## src/rtl/ib_pkg.sv

```systemverilog
// ib_pkg: shared types and constants for the instruction-bus responder
// Provides the 2-bit FSM state encoding, the bus data width and the NOP
// returned for out-of-range fetches.
package ib_pkg;
    localparam int IB_DATA_W = 32;
    localparam logic [IB_DATA_W-1:0] RV_NOP = 32'h0000_0013;
    typedef enum logic [1:0] {IDLE, LO, HI, DONE} ib_state_e;
endpackage

```

## src/rtl/ib_sram16_responder.sv

```systemverilog
// ib_sram16_responder: serves 32-bit instruction words from a 16-bit async SRAM/flash
// Ports:
//   clk, rst            clock, asynchronous active-high reset
//   ib_addr, ib_valid   fetch request (byte address, bits [1:0] ignored)
//   ib_ready, ib_din    one-cycle completion strobe and instruction word
//   mem_addr            external halfword address
//   mem_ce_n, mem_oe_n  external chip/output enables, active-low
//   mem_din             external read data, little-endian halfwords
module ib_sram16_responder
    import ib_pkg::*;
#(
    parameter int unsigned ADDR_W      = 20,
    parameter int unsigned WAIT_STATES = 2,
    parameter logic [31:0] ROM_BYTES   = 32'h0010_0000
) (
    input  logic                 clk,
    input  logic                 rst,
    input  logic [31:0]          ib_addr,
    input  logic                 ib_valid,
    output logic                 ib_ready,
    output logic [IB_DATA_W-1:0] ib_din,
    output logic [ADDR_W-1:0]    mem_addr,
    output logic                 mem_ce_n,
    output logic                 mem_oe_n,
    input  logic [15:0]          mem_din
);
    localparam logic [3:0] WS = 4'(WAIT_STATES);
    ib_state_e            state_q;
    logic [ADDR_W-2:0]    a_q;
    logic [3:0]           cnt_q;
    logic [IB_DATA_W-1:0] data_q;
    // The strobe follows ib_valid so a late re-request still completes in DONE.
    assign ib_ready = (state_q == DONE) && ib_valid;
    assign ib_din   = data_q;
    always_ff @(posedge clk or posedge rst) begin
        if (rst) begin
            state_q  <= IDLE;
            a_q      <= '0;
            cnt_q    <= 4'd0;
            data_q   <= '0;
            mem_addr <= '0;
            mem_ce_n <= 1'b1;
            mem_oe_n <= 1'b1;
        end else begin
            case (state_q)
                IDLE: if (ib_valid) begin
                    if (ib_addr < ROM_BYTES) begin
                        a_q      <= ib_addr[ADDR_W:2];
                        cnt_q    <= WS;
                        mem_addr <= {ib_addr[ADDR_W:2], 1'b0};
                        mem_ce_n <= 1'b0;
                        mem_oe_n <= 1'b0;
                        state_q  <= LO;
                    end else begin
                        data_q  <= RV_NOP;
                        state_q <= DONE;
                    end
                end
                // The address has been held for WAIT_STATES+1 cycles when the count hits 0.
                LO: if (cnt_q == 4'd0) begin
                    data_q[15:0] <= mem_din;
                    cnt_q        <= WS;
                    mem_addr     <= {a_q, 1'b1};
                    state_q      <= HI;
                end else begin
                    cnt_q <= cnt_q - 4'd1;
                end
                HI: if (cnt_q == 4'd0) begin
                    data_q[31:16] <= mem_din;
                    mem_ce_n      <= 1'b1;
                    mem_oe_n      <= 1'b1;
                    state_q       <= DONE;
                end else begin
                    cnt_q <= cnt_q - 4'd1;
                end
                DONE: if (ib_valid) state_q <= IDLE;
                default: state_q <= IDLE;
            endcase
        end
    end
endmodule
```

## config.mk

```make
export PLATFORM = sky130hd
export DESIGN_NAME = ib_sram16_responder
export DESIGN_NICKNAME = d
export VERILOG_FILES = /design/src/rtl/ib_pkg.sv /design/src/rtl/ib_sram16_responder.sv
export SDC_FILE = /design/constraint.sdc
export NUM_CORES = 1
export LEC_CHECK = 0
export ABC_CLOCK_PERIOD_IN_PS = 3360
export CORE_UTILIZATION = 39
export DETAILED_ROUTE_END_ITERATION = 10
export PLACE_DENSITY = 0.72
export SYNTH_ARGS = -nofsm -noshare
export SYNTH_HDL_FRONTEND = slang
export SYNTH_SLANG_ARGS = --single-unit
```

## constraint.sdc

```tcl
create_clock -name clk -period 3.36 [get_ports clk]
set_input_delay 0.84 -clock clk [delete_from_list [all_inputs] [get_ports clk]]
set_output_delay 0.84 -clock clk [all_outputs]
set_load 0.01 [all_outputs]
```

* Word level (Yosys, flattened, before mapping) *
Index checks and enable logic that the tools add are counted.

storage, ports and cells
  flip-flop bits (word level) = 78
  logic and storage cells = 56

cells by class
  multiplexer cells = 24
  eq/ne operators = 10
  magnitude comparators = 1
  reductions and logical operators = 13
  add/sub/neg operators = 1

operator list
  cell                                                                     count
  32-bit 2-to-1 mux                                                        2
  16-bit case mux with 2 select lines                                      2
  20-bit 2-to-1 mux                                                        3
  20-bit case mux with 2 select lines                                      1
  32-bit by 21-bit < comparator with 1-bit output (second input constant)  1
  4-bit AND reduction                                                      6
  16-bit 2-to-1 mux                                                        1
  4-bit 2-to-1 mux                                                         4
  2-bit inequality test (second input constant)                            7
  4-bit case mux with 3 select lines                                       1
  2-bit 2-to-1 mux                                                         5
  2-bit case mux with 4 select lines                                       1
  2-bit equality test (second input constant)                              2
  4-bit logical NOT                                                        1
  2-bit nonzero test                                                       2
  4-bit by 1-bit subtractor with 4-bit output (second input constant)      1
  1-bit 2-to-1 mux                                                         3
  3-bit AND reduction                                                      1
  3-bit nonzero test                                                       1
  2-bit by 1-bit equality test with 1-bit output (second input constant)   1
  2-bit logical NOT                                                        1
  1-bit case mux with 2 select lines                                       1
  1-bit logical AND                                                        1

* Depth between registers and ports, before layout *
  depth after elaboration = 4
  gate-level depth with buffers = 9
  depth with buffers taken out = 6

* Least setup slack after synthesis *
OpenSTA, ideal clock, no wires.

  kind = input to register
  from = input ib_addr[24]
  to = register data_q[0] (netlist: ib_din[0])
  arrival time = 1.971 ns
  path buffers = 1
  setup time = 0.125 ns
  required time = 3.235 ns
  setup slack = 1.264 ns
  stages = 5
  path through = nor4_4 > nand4_1 > nand3b_1 > buf_4 > mux2_2

between the ends
  word-level cells in the longest chain between the ends = 3

RTL lines
  what                                             RTL line                   source
  start: declaration                               ib_sram16_responder.sv:18  input logic [31:0] ib_addr,
  32-bit by 21-bit < comparator with 1-bit output  ib_sram16_responder.sv:47  if (ib_addr < ROM_BYTES) begin
  2-bit inequality test (no line)                  -
  4-bit AND reduction (no line)                    -
  end signal: assignment                           ib_sram16_responder.sv:61  data_q[15:0] <= mem_din;
  end: declaration                                 ib_sram16_responder.sv:31  logic [IB_DATA_W-1:0] data_q;

Every way passes these cells.
A chain may end at the register's enable or synchronous reset.

* Final worst setup path *
  from = input ib_valid
  to = output ib_ready

between the ends
  word-level cells in the longest chain between the ends = 1

RTL lines
  what                RTL line                   source
  start: declaration  ib_sram16_responder.sv:19  input logic ib_valid,
  1-bit logical AND   ib_sram16_responder.sv:33  assign ib_ready = (state_q == DONE) && ib_valid;
  end: declaration    ib_sram16_responder.sv:20  output logic ib_ready,

Every way passes these cells.

==> summary.md <==
| Metric | Value |
|---|---|
| Status | `completed` |
| Die X | `99.98 µm` |
| Final #Nets | `497` |
| Worst VDD drop | `480.1 µV` |
| Final Hold Viols | `0` |
| Top-Level Pins | `106` |
| R2R depth | `7` |
| Fillers | `818` |
| CTS tree | `yes` |
| Distinct cells, synth | `37` |
| Unrepaired setup endpoints after global routing | `no` |
| Leakage | `2.320 nW` |
| Clk pwr share | `17.6%` |
| Final number of setup-violating endpoints | `0` |
| Initial antenna violation count | `0` |
| Net Sw Power | `0.001613 W` |
| Maxcap violations | `0` |
| Die H | `99.98 µm` |
| Routed len/inst | `14.61 µm` |
| Initial DRC Count | `110` |
| DP Worst Slack | `0.3573 ns` |
| Max Fclk | `332.1 MHz` |
| Area of the multi-input gates | `1521 µm²` |
| Synthesis-stage register bit count | `78` |
| Clock transition at path regs | `0.08 ns` |
| Hold Crit Depth | `1` |
| Register Area | `1953 µm²` |
| Pin count of the biggest net entering global routing | `46` |
| Seq/Total Area, Yosys | `52.17%` |
| Syn. warnings | `0` |
| Hold buffers post-CTS | `0` |
| N_diodes | `0` |
| Core box area | `9284 µm²` |
| Gr usage total | `17.93%` |
| Vias per inst | `4.885` |
| Initial Utilization | `40.32%` |
| Critical path endpoint category | `primary output` |
| Final Cycle Share | `89.61%` |
| Mapped cell area | `3744 µm²` |
| Minimum clock period | `3.011 ns` |
| R2r setup slk | `0.84 ns` |
| WHS Endpoint | `a_q[18]` |
| Worst flop-to-flop path endpoint | `ib_din[11]` |
| Clock root cell | `clkbuf_8` |
| Internal power consumption | `0.002739 W` |
| FP Rows | `35` |
| Setup Crit Path Kind | `input port to primary output` |
| Postcts setup bufs | `0` |
| Synthesized instance count | `335` |
| Sum of negative setup slack | `0 ns` |
| Final WS setup | `0.3491 ns` |
| Grt total ovfl | `0` |
| Switching Fraction | `37.07%` |
| HP Start | `a_q[18]` |
| Leading post-synthesis cells by cell area | `dfrtp_1 51%, mux2i_1 13%, mux2_2 6.9%, inv_1 4.0%, o21ai_0 4.0%` |
| Antenna viol nets, final | `0` |
| Combinational power share | `50.5%` |
| Startpoint Class | `input port` |
| Gp weighted congestion | `0.7887` |
| Synth area leader | `dfrtp_1` |
| Power Density | `850.5 nW/µm²` |
| Number of port buffers | `103` |
| Layout cell share with drive strength beyond 1 | `12.87%` |
| P&R area growth vs syn | `36.70%` |
| Net Count, Synth | `393` |
| Share of total power in sequential cells | `31.9%` |
| R2r startpoint | `state_q[1]` |
| Die ar. | `9995 µm²` |
| Vias in the first global route | `2795` |
| Clk_skew | `0.01121 ns` |
| Synth top area share | `51.47%` |
| Mean Syn Cell Area | `11.17 µm²` |
| Worst-margin pin slew | `0.6915 ns` |
| Max Slew Vio Count | `0` |
| HPWL Detailed | `5.814 mm` |
| CTS Buf Count | `9` |
| Worst EP arrival | `2.17 ns` |
| Clk_lat worst skew | `0.35 ns` |
| CTS resizes | `0` |
| H-tree levels | `3` |
| Routed via count | `2794` |
| Crit Path Max Fanout | `5` |
| First-pass GRT wire length | `13.91 mm` |
| Final WL | `8.358 mm` |
| Sink Count | `78` |
| Rel. slew slack | `53.90%` |
| Critical Path RT | `2.52 ns` |
| Hold Path Class | `flop to flop` |
| DRT Pass-1 Iters | `4` |
| # DRC | `0` |
| Bufs on Longest Clock Path | `2` |
-- synth_stat cells --
library cell / count
or3_1: 1
and3b_2: 1
nor3_1: 2
o22ai_1: 3
or2_1: 1
and2_1: 2
buf_1: 1
o21ai_0: 30
buf_2: 4
mux2i_1: 50
mux2_2: 23
nand2_1: 35
a21oi_1: 4
nor3b_1: 1
buf_8: 1
and2b_1: 1
dfrtp_1: 77
dfstp_2: 1
nand2b_1: 4
o21ai_1: 13
nor3b_4: 1
buf_4: 2
nand4_1: 1
inv_1: 40
nor2b_1: 1
nor4b_1: 1
a2111oi_0: 1
buf_6: 3
clkbuf_1: 9
nand4b_1: 1
nand3b_1: 2
nor4_4: 3
a41oi_4: 1
nand3_2: 1
ha_1: 7
nor2_1: 5
o2bb2ai_1: 1
-- final cells by class --
type                    instances  share of cell area [%]
clock buffers                  10                   2.494
well taps                     129                   3.154
flip-flops and latches         78                   38.17
clock inverters                 5                   1.638
inverters                      40                   2.958
multi-input cells             197                   29.73
repair buffers                113                   21.86
-- flip-flops by register name, indices dropped and copies added (netlist names) --
register  count
mem_addr     20
ib_din       32
mem_oe_n      1
cnt_q         4
state_q       2
a_q          19
-- layer usage --
layer | vias up | global-route usage (%) | wire (µm) | share of wire [%]
met2 | 76 | 30.72 | 4160 | 50
met5 | - | 0 | 0 | 0
met3 | 13 | 5.362 | 458 | 5.5
met4 | 0 | 5.574 | 128 | 1.5
met1 | 1379 | 21.80 | 3611 | 43
li1 | 1326 | - | - | -
-- layout by cell type (no fill, tap or decap), drive strengths merged, types with 5 or more instances in the layout --
master         instances
ha                     7
inv                   40
buf                   10
o21ai                 43
dfrtp                 77
nand2                 35
clkbuf                10
clkdlybuf4s50        103
mux2                  23
mux2i                 50
nor2                   5
-- critical path: stages --
cell and delay [ns]:
clkdlybuf4s50_1 0.60, and2_1 0.17, clkdlybuf4s50_1 0.55
-- worst max-delay path by stage --
stage	depth (start not counted)	start	to	slack [ns]
6_report	3	ib_valid	ib_ready	0.35
5_1_grt	3	ib_valid	ib_ready	0.30
4_1_cts	3	ib_valid	ib_ready	0.36
3_5_place_dp	3	ib_valid	ib_ready	0.36
3_3_place_gp	3	ib_valid	ib_ready	0.37
2_1_floorplan	1	rst	a_q[0]	0.53
-- cells by family after synthesis --
| logic type | synth area share [%] |
|---|---|
| DFF | 52.17 |
| muxes | 20.29 |
| and+or+nand+nor | 9.960 |
| buffers and inverters | 7.252 |
| AOI/OAI and AO/OA | 7.988 |
| adders and majority gates | 2.339 |
-- through the flow --
stage / instance area [µm²] / util, % / cells / hold WS (ns) / total power, W
finish: 5117 / 55.12 / 572 / 0.4921 / 0.004353
CTS: 5117 / 55.12 / 572 / 0.4975 / 0.004405
global placement: 4906 / 52.84 / 557 / 0.4769 / 0.003571
floorplan: 3744 / - / 335 / 0.4533 / 0.002740
global route: 5117 / 55.12 / 572 / 0.5247 / 0.004675
detailed placement: 4906 / 52.84 / 557 / 0.4785 / 0.003613
-- power groups by stage --
stage	logic, W	clock network, W	registers [W]
detailed placement	0.00221	0	0.00141
global placement	0.00218	0	0.00139
global route	0.00242	0.000837	0.00142
finish	0.00220	0.000768	0.00139
floorplan	0.00124	0	0.00150
CTS	0.00222	0.000793	0.00139
Note: power is estimated with default switching activity, not from simulation.
